$ cat config.mk
export PLATFORM = sky130hd
export DESIGN_NAME = fifo_ptr_status
export DESIGN_NICKNAME = d
export VERILOG_FILES = /design/src/rtl/fifo_ptr_status.sv
export SDC_FILE = /design/constraint.sdc
export NUM_CORES = 1
export LEC_CHECK = 0
export BUFFER_PORTS_ARGS = -buffer_cell sky130_fd_sc_hd__buf_2
export CAP_MARGIN = 20
export CORE_UTILIZATION = 25
export DETAILED_ROUTE_END_ITERATION = 6
export PLACE_DENSITY_LB_ADDON = 0.05
export SLEW_MARGIN = 20
export SYNTH_ARGS = -nofsm -noshare
export SYNTH_HDL_FRONTEND = slang
export SYNTH_SLANG_ARGS = --single-unit
$ cat constraint.sdc
create_clock -name clk -period 4.8 [get_ports clk]
set_input_delay 1.44 -clock clk [delete_from_list [all_inputs] [get_ports clk]]
set_output_delay 1.44 -clock clk [all_outputs]
set_load 0.02 [all_outputs]
$ cat src/rtl/fifo_ptr_status.sv
// Per-domain pointer and status engine for an asynchronous FIFO.
// SIDE=0 runs in the read domain (empty / almost_empty, pop requests).
// SIDE=1 runs in the write domain (full / almost_full, push requests).
// The remote Gray pointer is assumed to be synchronised into this domain
// already; every status output is registered, so nothing from rgray_i
// reaches an output combinationally.
module fifo_ptr_status #(
  parameter int SIDE       = 0,
  parameter int ADDR_WIDTH = 8,
  parameter int CNT_WIDTH  = 8
) (
  input  logic                  clk,
  input  logic                  rst,
  input  logic                  req_i,
  input  logic [ADDR_WIDTH:0]   rgray_i,
  input  logic [ADDR_WIDTH:0]   thresh_i,
  input  logic                  clr_err_i,
  output logic                  accept_o,
  output logic [ADDR_WIDTH-1:0] addr_o,
  output logic [ADDR_WIDTH:0]   lgray_o,
  output logic                  flag_o,
  output logic                  almost_o,
  output logic [ADDR_WIDTH:0]   level_o,
  output logic                  err_o,
  output logic [CNT_WIDTH-1:0]  err_cnt_o,
  output logic                  ptr_err_o
);

  localparam int PW = ADDR_WIDTH + 1;
  localparam logic [PW-1:0]        DEPTH_P = {1'b1, {ADDR_WIDTH{1'b0}}};
  localparam logic [CNT_WIDTH-1:0] CNT_MAX = '1;

  logic [PW-1:0]        bin_q, bin_d;
  logic [PW-1:0]        gray_q, gray_d;
  logic [PW-1:0]        level_q, lvl_d;
  logic [PW-1:0]        rbin;
  logic                 flag_q, flag_d;
  logic                 almost_q, almost_d;
  logic                 err_q, err_d;
  logic [CNT_WIDTH-1:0] err_cnt_q, err_cnt_d;
  logic                 ptr_err_q, ptr_err_d;
  logic                 viol;

  // A request is taken only when the registered primary flag allows it and
  // the block is not held in reset (the write side's reset flag is 0).
  assign accept_o = req_i & ~flag_q & ~rst;
  assign viol     = req_i & flag_q;

  // Gray-to-binary of the remote pointer: each bit is the XOR of itself and
  // all more-significant Gray bits.
  always_comb begin
    for (int i = 0; i < PW; i++) begin
      rbin[i] = ^(rgray_i >> i);
    end
  end

  // Next pointer, fill level, flags and error status. Local accept and a
  // remote pointer move fold into one exact subtraction, so no priority.
  always_comb begin
    // NOTE: every combinational output gets a default up front so no path
    // through the if/else chains below can leave it unassigned (no latch).
    bin_d     = bin_q + PW'(accept_o);
    gray_d    = bin_d ^ (bin_d >> 1);
    lvl_d     = (SIDE == 0) ? (rbin - bin_d) : (bin_d - rbin);
    flag_d    = (SIDE == 0) ? (lvl_d == '0) : (lvl_d == DEPTH_P);
    almost_d  = (SIDE == 0) ? (lvl_d <= thresh_i) : (lvl_d >= thresh_i);
    err_d     = err_q;
    err_cnt_d = err_cnt_q;
    ptr_err_d = ptr_err_q;

    // A violation in the same cycle as a clear restarts the count at one.
    if (viol && clr_err_i) begin
      err_d     = 1'b1;
      err_cnt_d = CNT_WIDTH'(1);
    end else if (viol) begin
      err_d = 1'b1;
      if (err_cnt_q != CNT_MAX) err_cnt_d = err_cnt_q + CNT_WIDTH'(1);
    end else if (clr_err_i) begin
      err_d     = 1'b0;
      err_cnt_d = '0;
    end

    // A level beyond DEPTH can only come from a bad remote pointer.
    if (lvl_d > DEPTH_P)  ptr_err_d = 1'b1;
    else if (clr_err_i)   ptr_err_d = 1'b0;
  end

  // State registers; reset leaves the read side empty and the write side
  // not full.
  always_ff @(posedge clk or posedge rst) begin
    // NOTE: all state here is a small register set, so every flop is reset;
    // sequential updates use non-blocking assignments only.
    if (rst) begin
      bin_q     <= '0;
      gray_q    <= '0;
      level_q   <= '0;
      flag_q    <= (SIDE == 0);
      almost_q  <= (SIDE == 0);
      err_q     <= 1'b0;
      err_cnt_q <= '0;
      ptr_err_q <= 1'b0;
    end else begin
      bin_q     <= bin_d;
      gray_q    <= gray_d;
      level_q   <= lvl_d;
      flag_q    <= flag_d;
      almost_q  <= almost_d;
      err_q     <= err_d;
      err_cnt_q <= err_cnt_d;
      ptr_err_q <= ptr_err_d;
    end
  end

  assign addr_o    = bin_q[ADDR_WIDTH-1:0];
  assign lgray_o   = gray_q;
  assign flag_o    = flag_q;
  assign almost_o  = almost_q;
  assign level_o   = level_q;
  assign err_o     = err_q;
  assign err_cnt_o = err_cnt_q;
  assign ptr_err_o = ptr_err_q;

endmodule

[Word-level counts from Yosys, hierarchy flattened]
Cells that the tools add are included.
Word-level totals
  bits in registers: 39
  input bits: 22
  output and inout bits: 39
  word-level logic and storage cells: 43
Operators by class
  mux-type cells: 8
  order comparisons: 2
  equality and inequality tests: 2
  reduce and logical (&&, ||, !) cells: 14
  bitwise logic cells: 6
  $add $sub $neg: 3
Operators with widths (count)
  $reduce_xor A9 Y1: 9
  $mux W8: 4
  $add A9 B1 Y9: 1
  $gt A9 B9 Y1 const B: 1
  $le A9 B9 Y1: 1
  $logic_not A9 Y1: 1
  $sub A9 B9 Y9: 1
  $xor A9 B8 Y9: 1
  $add A8 B1 Y8 const B: 1
  $ne A8 B8 Y1 const B: 1
  $mux W1: 4
  $and A1 B1 Y1: 3
  $ne A3 B1 Y1 const B: 1
  $reduce_bool A3 Y1: 1
  $not A1 Y1: 2
  $reduce_and A2 Y1: 1
  $reduce_bool A2 Y1: 1
  $logic_and A1 B1 Y1: 1

[Depth between registers and ports, before layout]
  depth in word-level cells: 7
  depth in mapped cells: 19

[Worst setup path after synthesis]
No wires, ideal clock.
  path type: input to register
  start: input rgray_i[6]
  end: register almost_q, in the netlist almost_o
  stages on the path: 18
  path buffers: 0
  data arrival time: 5.361 ns
  slack: -0.657 ns
  cells stage by stage: xnor3_2 xnor3_2 xnor2_2 xor2_1 xor2_1 ha_1 fa_1 xnor2_1 xnor2_1 ha_1 o21a_1 o21a_1 o21a_1 o21a_1 o21a_1 o21a_1 o21a_1 o32ai_1
On the way
  cells in the longest elaborated chain, start to end: 3
  elaborated cells between the ends (all ways): 9
RTL lines
  from (decl): line 15  | input logic [ADDR_WIDTH:0] rgray_i,
  $reduce_xor A9 Y1: line 53  | rbin[i] = ^(rgray_i >> i);
  $sub A9 B9 Y9 *: line 64  | lvl_d = (SIDE == 0) ? (rbin - bin_d) : (bin_d - rbin);
  net lvl_d[2]: line 35  | logic [PW-1:0] level_q, lvl_d;
  $le A9 B9 Y1 *: line 66  | almost_d = (SIDE == 0) ? (lvl_d <= thresh_i) : (lvl_d >= thresh_i);
  net almost_d: line 38  | logic almost_q, almost_d;
  to (signal assigned): line 98  | almost_q <= (SIDE == 0);
  to (signal assigned): line 107  | almost_q <= almost_d;
  to (decl): line 38
Mark *: on every way through the listed nets, which the timed path passes. The rest lies on a longest branch.
A chain may end at the register's enable or synchronous reset.

[Worst setup path after layout]
  start: input rgray_i[8]
  end: register almost_q, in the netlist almost_o
The elaborated chain is that of the path after synthesis.

==> results.py <==
metrics = {
    "status": {
        "outcome": "finished, violations left",
        "violations": "negative setup slack",
    },
    "clock_tree": {
        "cts_tree": "done",
        "clk_latency_ns": 0.29,
        "h-tree-depth": 2,
        "holdBufCountCts": 0,
        "clkSinkCount": 38,
        "cts.clk_slew.worst_paths_ns": 0.08,
        "clockRootBuffer": "clkbuf_8",
        "cts_buffer_depth": 2,
        "numCtsBuffers": 5,
    },
    "sta": {
        "max_freq_ghz": 0.2009,
        "worst_pin_slew_ns": 0.5224,
        "relSlewSlack_pct": 65.06,
        "finalCritPeriodShare_pct": 103.7,
        "hold_viol_final": 0,
        "fin_skew_ns": 0.009207,
        "slew_violations": 0,
        "layout_setup_ws_ns": -0.1779,
        "setup_violations": 3,
        "rsz0062_at_grt": "yes",
        "post-route-min-period_ns": 4.978,
    },
    "critical_path": {
        "r2r_setup_slack_ns": 0.88,
        "worst-path-buf-inv": 1,
        "cp_slowest_stage_delay_ns": 0.40,
        "worst_path_max_delay_cell": "fa_2",
        "worstPathRequired_ns": 5.00,
        "cp_max_fo": 2,
        "critical-path-top-delay-family": "XOR/XNOR gates",
        "critPathArrivalTime_ns": 5.18,
        "worstSetupStartpointType": "primary input",
        "crit_path_frequent_cell": "o21a_1",
        "worstSetupPathType": "in -> reg",
        "cp_cell_sequence": "buf_6 > xnor3_2 > xnor3_2 > xnor2_4 > xor2_2 > xor2_1 > ha_2 > fa_2 > xnor2_2 > xnor2_2 > ha_1 > o21a_1 > o21a_1 > o21a_1 > o21a_1 > o21a_1 > o21a_1 > o21a_1 > o32ai_2",
        "endpoint_kind": "flop",
    },
    "grt": {
        "grt_max_degree": 33,
        "grt_pass1_wl_um": 8638,
        "first_global_vias": 1804,
        "grt_usage_pct": 12.64,
        "grt_overflow": 0,
        "antenna_found_initial": 0,
    },
    "power_and_ir_drop": {
        "p_leak_nw": 1.680,
        "powerDensity_mw_per_mm2": 673.0,
        "peakVddDrop_v": 0.0002735,
    },
    "min_path": {
        "hold_class": "reg -> reg",
    },
    "placement": {
        "post_dp_cell_area_sq_mm": 0.002944,
        "dp_hpwl_um": 4258,
        "dp_cells": 412,
        "gp_congestion": 0.7333,
        "io_buffers": 60,
    },
    "synth": {
        "async_flop_share_pct": 100.0,
        "synthFlopType": "dfrtp_1",
        "ys_seq_area_share_pct": 44.00,
        "netlist.area_leader.share_pct": 41.57,
        "synthCells": 204,
        "ys_warn_count": 0,
        "synth_top_cell_by_area": "dfrtp_1",
        "ys_types": 35,
        "synth_edf_count": 0,
        "synth-seq-cells": 38,
        "synth_area_leaders": "dfrtp_1 42%, ha_1 11%, xnor2_1 7.7%",
        "syn_nets": 246,
        "synth_area_per_cell_sq_um": 10.62,
        "synth.cell_area_sq_mm": 0.002167,
    },
    "finish": {
        "nNetsFinal": 362,
        "drive_above_1_share_pct": 44.24,
        "stdcell_count": 426,
        "layout_commonest_cell": "buf_2",
        "antenna_cells": 0,
        "fin_area_sq_mm": 0.003206,
        "most-common-layout-cells": "58 x buf_2, 49 x buf_4, 36 x dfrtp_1",
        "area_growth_pct": 47.92,
    },
    "floorplan": {
        "core_sq_mm": 0.008299,
        "die_y_um": 95.11,
        "die_area_sq_mm": 0.009045,
        "initial_core_util_pct": 26.11,
        "pin_count": 61,
        "rows": 33,
        "die_w_um": 95.11,
    },
    "job": {
        "drv_cap": 0,
    },
    "route": {
        "wl_per_cell_um": 12.81,
        "drt_wl_total_um": 5456,
        "dr.pass1.iters": 4,
        "num_vias": 1774,
        "ant_nets": 0,
        "drt-initial-drc-count": 29,
        "drc_errors": 0,
        "via_per_inst": 4.164,
    },
}
-- flip-flops by register name, indices dropped and copies added (netlist names) --
name and flops:
bin_q 9, level_o 9, err_cnt_o 8, lgray_o 8, almost_o 1, err_o 1, flag_o 1, ptr_err_o 1
-- worst paths after layout --
check / end / startpoint / cells past startpoint
max: almost_o$_DFF_PP1_ / rgray_i[8] / 19
min: ptr_err_o$_DFFE_PP0P_ / ptr_err_o$_DFFE_PP0P_ / 1
max reg2reg: almost_o$_DFF_PP1_ / flag_o$_DFF_PP1_ / 19
min reg2reg: ptr_err_o$_DFFE_PP0P_ / ptr_err_o$_DFFE_PP0P_ / 1
max in group asynchronous: almost_o$_DFF_PP1_ / rst / 3
min in group asynchronous: err_cnt_o[3]$_DFFE_PP0P_ / rst / 2
-- cell families after synthesis --
logic type      Yosys count  synth area share, %
simple gates             47                10.45
xor+xnor                 42                19.05
flops                    38                44.00
compound gates           28                8.719
buf+inv                  26                4.503
fa+ha+maj                20                11.89
mux                       3                1.386
-- power breakdown --
part	total [W]	internal (W)	switching, W
registers	0.000458	0.000419	0.0000391
clock network	0.000276	0.000153	0.000122
logic	0.00142	0.000743	0.000681
total	0.00216	0.00132	0.000842
-- Yosys cell counts, drive strengths merged (3+ instances only) --
library cell	n
or2	3
nor2	13
nand2	11
inv	25
xnor2	21
o21a	7
a31oi	5
o21ai	5
ha	19
a21o	3
xor2	19
nand3	9
dfrtp	36
mux2i	3
-- what timing repair did --
item / CTS / global route
endpoints found under the hold margin: 0 / 0
endpoints found under the setup margin: 2 / 3
setup buffers: 2 / 4
pin swaps: 3 / 14
gates resized for setup: 12 / 7
-- final cells by class --
type | instances | area, sq um
fill | 874 | 5094
timing repair buffer | 110 | 691.9
inverter | 25 | 93.84
tap | 105 | 131.4
clock inverter | 3 | 40.04
clock buffer | 5 | 68.82
sequential | 38 | 953.4
multi-input combinational | 140 | 1226
-- metrics by stage --
stage / TNS (ns) / setup slack, ns / util, % / hold slack, ns / total power (W)
floorplan: -0.5428 / -0.4233 / - / 0.5995 / 0.001181
CTS: -0.4212 / -0.1953 / 37.60 / 0.5361 / 0.002118
finish: -0.4243 / -0.1779 / 38.63 / 0.5278 / 0.002157
global placement: -1.037 / -0.5042 / 35.47 / 0.5080 / 0.001754
detailed placement: -1.248 / -0.6182 / 35.47 / 0.5042 / 0.001747
global route: -0.8204 / -0.3047 / 38.63 / 0.5718 / 0.002333
-- metal layers --
layer / part of all wire (%) / track usage, % / up-vias / wire [um]
li1: - / - / 906 / -
met1: 50 / 18.02 / 824 / 2717
met2: 45 / 18.99 / 39 / 2446
met3: 4.6 / 2.951 / 5 / 252
met4: 0.73 / 3.409 / 0 / 40
met5: 0 / 0 / - / 0
Note: power is estimated with default switching activity, not from simulation.
